**config.mk**
```make
export PLATFORM = sky130hd
export DESIGN_NAME = traffic_light_monitor
export DESIGN_NICKNAME = d
export VERILOG_FILES = /design/src/rtl/traffic_light_monitor_pkg.sv /design/src/rtl/led_sync.sv /design/src/rtl/traffic_light_monitor.sv
export SDC_FILE = /design/constraint.sdc
export NUM_CORES = 1
export LEC_CHECK = 0
export ABC_AREA = 1
export BUFFER_PORTS_ARGS = -buffer_cell sky130_fd_sc_hd__buf_4
export CAP_MARGIN = 30
export CORE_ASPECT_RATIO = 1.4
export CORE_MARGIN = 4
export CORE_UTILIZATION = 55
export DETAILED_ROUTE_END_ITERATION = 16
export HOLD_SLACK_MARGIN = 0.06
export PLACE_DENSITY = 0.77
export SKIP_CTS_REPAIR_TIMING = 1
export SLEW_MARGIN = 0
export SYNTH_ARGS = -nofsm -noshare
export SYNTH_HDL_FRONTEND = slang
export SYNTH_HIERARCHICAL = 1
export SYNTH_SLANG_ARGS = --single-unit
```
**constraint.sdc**
```tcl
create_clock -name sys_clk -period 3 [get_ports sys_clk]
set_clock_uncertainty 0.05 [all_clocks]
set_input_delay 0.15 -clock sys_clk [delete_from_list [all_inputs] [get_ports sys_clk]]
set_output_delay 0.15 -clock sys_clk [all_outputs]
set_load 0.01 [all_outputs]
```
**src/rtl/traffic_light_monitor_pkg.sv**
```systemverilog
// traffic_pkg: LED patterns, phase encoding, default dwell constants and monitor FSM state type
package traffic_pkg;
    localparam logic [2:0] LED_RED   = 3'b110;
    localparam logic [2:0] LED_BLUE  = 3'b011;
    localparam logic [2:0] LED_GREEN = 3'b101;
    localparam int unsigned RED_CYC_DEF    = 240_000_001;
    localparam int unsigned BLUE_CYC_DEF   = 72_000_000;
    localparam int unsigned GREEN_CYC_DEF  = 120_000_000;
    localparam int unsigned TOL_CYC_DEF    = 1024;
    localparam int unsigned GLITCH_CYC_DEF = 4;
    typedef enum logic [1:0] {PH_RED = 2'd0, PH_BLUE = 2'd1, PH_GREEN = 2'd2, PH_UNK = 2'd3} phase_e;
    typedef enum logic [1:0] {ACQUIRE, FIRST, TRACK} state_e;
    function automatic phase_e decode(input logic [2:0] led);
        return led == LED_RED ? PH_RED : led == LED_BLUE ? PH_BLUE : led == LED_GREEN ? PH_GREEN : PH_UNK;
    endfunction
    function automatic phase_e next_phase(input phase_e p);
        return p == PH_RED ? PH_BLUE : p == PH_BLUE ? PH_GREEN : PH_RED;
    endfunction
endpackage

```
**src/rtl/led_sync.sv**
```systemverilog
// led_sync: two-flop synchroniser with a configurable reset value
module led_sync #(
    parameter int unsigned     W       = 3,
    parameter logic [W-1:0]    RST_VAL = '1
) (
    input  logic         sys_clk,
    input  logic         sys_rst,
    input  logic [W-1:0] d_i,
    output logic [W-1:0] q_o
);
    logic [W-1:0] meta_q, sync_q;
    always_ff @(posedge sys_clk) begin
        if (sys_rst) begin
            meta_q <= RST_VAL;
            sync_q <= RST_VAL;
        end else begin
            meta_q <= d_i;
            sync_q <= meta_q;
        end
    end
    assign q_o = sync_q;
endmodule

```
**src/rtl/traffic_light_monitor.sv**
```systemverilog
// traffic_light_monitor: checks RGB phase order and dwell times of a traffic light LED bus
module traffic_light_monitor
    import traffic_pkg::*;
#(
    parameter int unsigned RED_CYC    = RED_CYC_DEF,
    parameter int unsigned BLUE_CYC   = BLUE_CYC_DEF,
    parameter int unsigned GREEN_CYC  = GREEN_CYC_DEF,
    parameter int unsigned TOL_CYC    = TOL_CYC_DEF,
    parameter int unsigned GLITCH_CYC = GLITCH_CYC_DEF
) (
    input  logic        sys_clk,
    input  logic        sys_rst,
    input  logic [2:0]  led_in,
    input  logic        clr_err,
    output logic [1:0]  phase,
    output logic        phase_valid,
    output logic [31:0] dwell_cnt,
    output logic [15:0] cycle_cnt,
    output logic        err_seq,
    output logic        err_timing,
    output logic        err_illegal,
    output logic [2:0]  err_sticky
);
    logic [2:0]  led_s;
    state_e      state_q, state_d;
    phase_e      phase_q, phase_d, ph_in;
    logic [31:0] dwell_q, dwell_d, dwell_inc, glitch_q, glitch_d;
    logic [15:0] cycle_q, cycle_d;
    logic [2:0]  sticky_q, sticky_d;
    logic [32:0] exp_cyc;
    logic        ovr_q, ovr_d, legal, in_order, underrun, overrun, e_seq, e_tim, e_ill;

    led_sync #(.W(3), .RST_VAL(3'b111)) u_sync (
        .sys_clk (sys_clk),
        .sys_rst (sys_rst),
        .d_i     (led_in),
        .q_o     (led_s)
    );

    // Outputs reflect this cycle's decision so a phase change shows as soon as the synchronised bus moves
    always_comb begin
        ph_in     = decode(led_s);
        legal     = ph_in != PH_UNK;
        exp_cyc   = phase_q == PH_RED ? 33'(RED_CYC) : phase_q == PH_BLUE ? 33'(BLUE_CYC) : 33'(GREEN_CYC);
        dwell_inc = &dwell_q ? dwell_q : dwell_q + 32'd1;
        in_order  = ph_in == next_phase(phase_q);
        underrun  = state_q == TRACK && {1'b0, dwell_q} + 33'(TOL_CYC) < exp_cyc;
        overrun   = !ovr_q && {1'b0, dwell_inc} >= exp_cyc + 33'(TOL_CYC) + 33'd1;
        state_d   = state_q;
        phase_d   = phase_q;
        dwell_d   = dwell_q;
        cycle_d   = cycle_q;
        glitch_d  = '0;
        ovr_d     = ovr_q;
        e_seq     = 1'b0;
        e_tim     = 1'b0;
        e_ill     = 1'b0;
        if (state_q == ACQUIRE) begin
            phase_d = PH_UNK;
            dwell_d = '0;
            if (legal) begin
                state_d = FIRST;
                phase_d = ph_in;
                dwell_d = 32'd1;
                ovr_d   = 1'b0;
            end
        end else if (!legal) begin
            glitch_d = glitch_q + 32'd1;
            if (glitch_d > GLITCH_CYC) begin
                e_ill   = 1'b1;
                state_d = ACQUIRE;
                phase_d = PH_UNK;
                dwell_d = '0;
            end else begin
                dwell_d = dwell_inc;
                e_tim   = overrun;
                ovr_d   = ovr_q | overrun;
            end
        end else if (ph_in != phase_q) begin
            e_seq   = !in_order;
            e_tim   = underrun;
            state_d = in_order ? TRACK : FIRST;
            phase_d = ph_in;
            dwell_d = 32'd1;
            ovr_d   = 1'b0;
            cycle_d = (state_q == TRACK && phase_q == PH_GREEN && ph_in == PH_RED && !underrun) ? cycle_q + 16'd1 : cycle_q;
        end else begin
            dwell_d = dwell_inc;
            e_tim   = overrun;
            ovr_d   = ovr_q | overrun;
        end
        sticky_d = (clr_err ? 3'b000 : sticky_q) | {e_ill, e_tim, e_seq};
    end

    always_ff @(posedge sys_clk) begin
        if (sys_rst) begin
            state_q  <= ACQUIRE;
            phase_q  <= PH_UNK;
            dwell_q  <= '0;
            cycle_q  <= '0;
            glitch_q <= '0;
            ovr_q    <= 1'b0;
            sticky_q <= '0;
        end else begin
            state_q  <= state_d;
            phase_q  <= phase_d;
            dwell_q  <= dwell_d;
            cycle_q  <= cycle_d;
            glitch_q <= glitch_d;
            ovr_q    <= ovr_d;
            sticky_q <= sticky_d;
        end
    end

    assign phase       = phase_d;
    assign phase_valid = state_d != ACQUIRE;
    assign dwell_cnt   = dwell_d;
    assign cycle_cnt   = cycle_d;
    assign err_seq     = e_seq;
    assign err_timing  = e_tim;
    assign err_illegal = e_ill;
    assign err_sticky  = sticky_q;
endmodule

```
==> impl_summary.txt <==
----------------------------------------------------
[Outcome]
  Run status ... finished with violations
  Violated checks ... setup timing

[Timing]
  Crit path setup slack, layout ... -0.4911 ns
  Pins over their slew limit ... 0
  Unrepaired setup endpoints after global routing ... true
  Maximum clock frequency ... approximately 290 MHz
  Portion of the clock cycle consumed by the worst path in the final layout ... 116.4%
  Final setup vio count ... between 40 and 50
  Final hold vios ... 0
  Tmin final ... 3.491 ns
  Transition time at the pin with the least slew margin ... approximately 0.96 ns
  Worst relative slew slack ... between 30% and 40%
  Final TNS setup ... -8.156 ns

[Clocking]
  Num Clock Sinks ... 94
  Cell at the root of the clock tree ... clkbuf_16
  CTS tree ... yes
  Clock-pin slew on the worst setup and hold paths ... 0.08 ns
  Total CTS buffers ... 9
  Clock Tree Buf Depth ... 2
  Source-to-sink clock delay at the later pin of the worst-skew pair ... between 0.3 and 0.4 ns
  Number of H-tree levels ... 3

[Setup path]
  CP Class ... reg -> out
  Required time of the critical path ... between 2 and 3 ns
  CP max-delay cell ... dfxtp_1
  Critical-path cell list ... nand2_1 -> nor2_2 -> nand2_4 -> nor2_4 -> nand2_4 -> inv_4 -> nor3_2 -> inv_1 -> nor2_2 -> xor2_1 -> ha_1 -> a21oi_2 -> nor2_1 -> a211oi_2 -> nand2_1 -> a21oi_2 -> nand2_2 -> nand3_2 -> nand3_2 -> nand2_1 -> nand2_1 -> nand2_2 -> inv_2 -> buf_6
  Worst setup EP type ... primary output
  Worst Path Arrival ... 3.29 ns
  Delay of the slowest cell on the worst path ... between 0.3 and 0.4 ns
  Top fanout value on the critical path ... 3
  Crit-path most repeated cell ... nand2_1
  Number of cells on the worst reg-to-reg path ... 22
  Worst Setup Start Kind ... flop

[Synth]
  Mapped cell area ... approximately 0.0072 mm2
  Cells after synthesis ... between 1000 and 1500
  Warnings from Yosys ... 6
  Count leader, synth ... nand2_1
  Share of synthesized flip-flops with an asynchronous set or reset ... 0%
  Post-synth top area cell ... dfxtp_1
  Post-synth top cells ... nand2_1, nor2_1, inv_1
  Average size of a mapped cell ... roughly 6.2 um2
  Portion of the post-synthesis area used by sequential elements ... 26.25%
  Number of enable flip-flop cells after synthesis ... 0
  Number of register bits inferred by synthesis ... between 90 and 100
  Post-Synthesis Net Count ... ~1200
  Most used flip-flop cell after synthesis ... dfxtp_1
  Proportion of netlist area held by the largest area contributor ... a little over a quarter
  Cell types with the largest area share after synthesis ... dfxtp_1, nand2_1, nor2_1
  Unique cell type count in the Yosys netlist ... 43

[Floorplan]
  Initial cell density of the core ... approximately 56%
  Placement row count ... 49
  Core Area ... approximately 0.013 mm2
  Die extent in y ... 143.1 um
  DIE AREA ... about 0.015 mm2
  Number of top-level design ports ... 63
  Floorplan die width ... roughly 100 um

[Global route]
  Number of global-route vias before repair ... ~7300
  Overflow after GRT ... 0
  Wire length of the first global-routing pass ... roughly 33 mm
  Combined global-route utilization of all metal layers ... a little over a quarter
  Pin count of the biggest net entering global routing ... 32
  Number of antenna violations at the first check in global routing ... 0

[Detailed routing]
  Vias per cell ... approximately 5.4
  Wire length reported by the detailed router ... approximately 24 mm
  Routed vias ... roughly 8200
  Iteration-0 DRC count of the detailed router ... around 550
  Per-cell routed wire length ... roughly 16 um
  Count of TritonRoute iterations in the first routing pass ... 5
  Post-detailed-route count of antenna-violating nets ... 0
  Residual DRC count ... 0

[Cells and area]
  Layout Utilization ... between 70% and 80%
  Count of inserted antenna diode cells ... 0
  Area added between synthesis and finish ... 41.91%
  Final-stage net count ... about 1400
  Fraction of layout instances using a drive strength above 1 ... between 30% and 40%
  Total non-filler cell area in the finished layout ... 0.01017 mm2

[Power and ir drop]
  Combinational power share ... between 10% and 20%
  Switching fraction of total power ... between 20 and 30%
  Maximum resistive drop on vdd ... ~0.00025 V
  Proportion of power drawn by flip-flops and latches ... 44.9%
  Net switching component of the power ... slightly below 800 uW
  Power per cell area ... roughly 280 mW/mm2
  Clock share of power ... 42.1%
  Internal power component ... between 2000 and 2500 uW
  Pleak ... 0.004532 uW

[Place]
  Placed Instance Area ... ~0.0086 mm2
  Pre-CTS worst setup slack ... -0.2590 ns
  Half-perimeter wire length after placement ... about 17 mm
  Gp weighted congestion ... roughly 1
  Number of buffers added on ports ... between 60 and 70

[Worst hold path]
  Worst min-delay path category ... in -> reg
  Hold Path Cell Cnt ... 2

[Run]
  Max-Cap Viols ... 0

----------------------------------------------------
## layout make-up
cell class	instances	area [um2]
multi-input cells	875	5330
fillers	871	2641
clock buffers	10	229.0
repair buffers	213	1821
inverters	157	599.3
well taps	153	191.4
flip-flops and latches	94	1942
clock inverters	5	60.06
## worst max-delay path, delay by kind of cell, from the launching register on
kind,cells,cell delay (ns)
compound gates,3,0.43
xor+xnor,1,0.21
flops,1,0.37
fa+ha+maj,1,0.30
simple gates,15,1.32
buf+inv,4,0.30
## worst paths after layout
kind	startpoint	end	slack [ns]
setup / recovery	dwell_q[7]$_SDFF_PP0_	err_timing	-0.49
hold / removal	sys_rst	dwell_q[6]$_SDFF_PP0_	0.25
setup reg to reg	dwell_q[10]$_SDFF_PP0_	cycle_q[10]$_SDFF_PP0_	-0.04
hold reg to reg	u_sync/meta_q[0]$_SDFF_PP1_	u_sync/q_o[0]$_SDFF_PP1_	0.36
## registers in the layout, indices dropped and copies added (netlist names)
signal,flops
cycle_q,16
dwell_q,32
err_sticky,3
glitch_q,32
ovr_q,1
phase_q,2
state_q,2
u_sync/meta_q,3
u_sync/q_o,3
## per-stage QoR
| stage | std cells | hold WS (ns) | total power [uW] |
|---|---|---|---|
| 2_1_floorplan | 1147 | 0.1848 | 1460 |
| 3_3_place_gp | 1458 | 0.2749 | 1538 |
| 3_5_place_dp | 1458 | 0.2722 | 1544 |
| 4_1_cts | 1473 | -0.08787 | 2707 |
| 5_1_grt | 1507 | 0.2634 | 2896 |
| 6_report | 1507 | 0.2483 | 2817 |
## kinds of logic (layout without fill, tap and decap cells)
logic type / Yosys count / count (layout) / synth area share (%)
compound gates: 65 / 65 / 5.254
flops: 94 / 94 / 26.25
fa+ha+maj: 35 / 35 / 6.109
buf+inv: 178 / 385 / 10.35
other cells: 1 / 1 / 0.05231
xor+xnor: 58 / 58 / 7.192
simple gates: 716 / 716 / 44.79
## routing by layer
layer | share of wire, % | global-route usage, % | vias to the layer above
met3 | 5.8 | 3.980 | 156
met1 | 34 | 27.87 | 3697
met5 | 0 | 0 | -
met4 | 7.4 | 18.91 | 0
met2 | 52 | 51.70 | 391
li1 | - | - | 3967
## power groups by stage
stage / Clock, uW / Sequential, uW / Combinational (uW)
after floorplan: 0 / 1290 / 167
after global placement: 0 / 1290 / 244
after detailed placement: 0 / 1290 / 250
after CTS: 1190 / 1270 / 251
after global routing: 1240 / 1260 / 390
final: 1190 / 1260 / 366
## cell usage in the layout, fill, tap and decap left out, types with 14 or more instances in the layout
cell type,synthesis,layout
a21oi_1,39,34
a21oi_2,10,15
buf_4,2,179
buf_6,4,21
clkbuf_16,0,14
dfxtp_1,94,56
dfxtp_2,0,33
ha_1,35,31
inv_1,154,145
nand2_1,326,291
nand2_2,27,51
nand3_1,55,47
nor2_1,206,139
nor2_2,13,44
nor2_4,5,41
nor3_1,23,16
nor3_2,22,28
xor2_1,50,42
(Power assumes the default switching activity.)
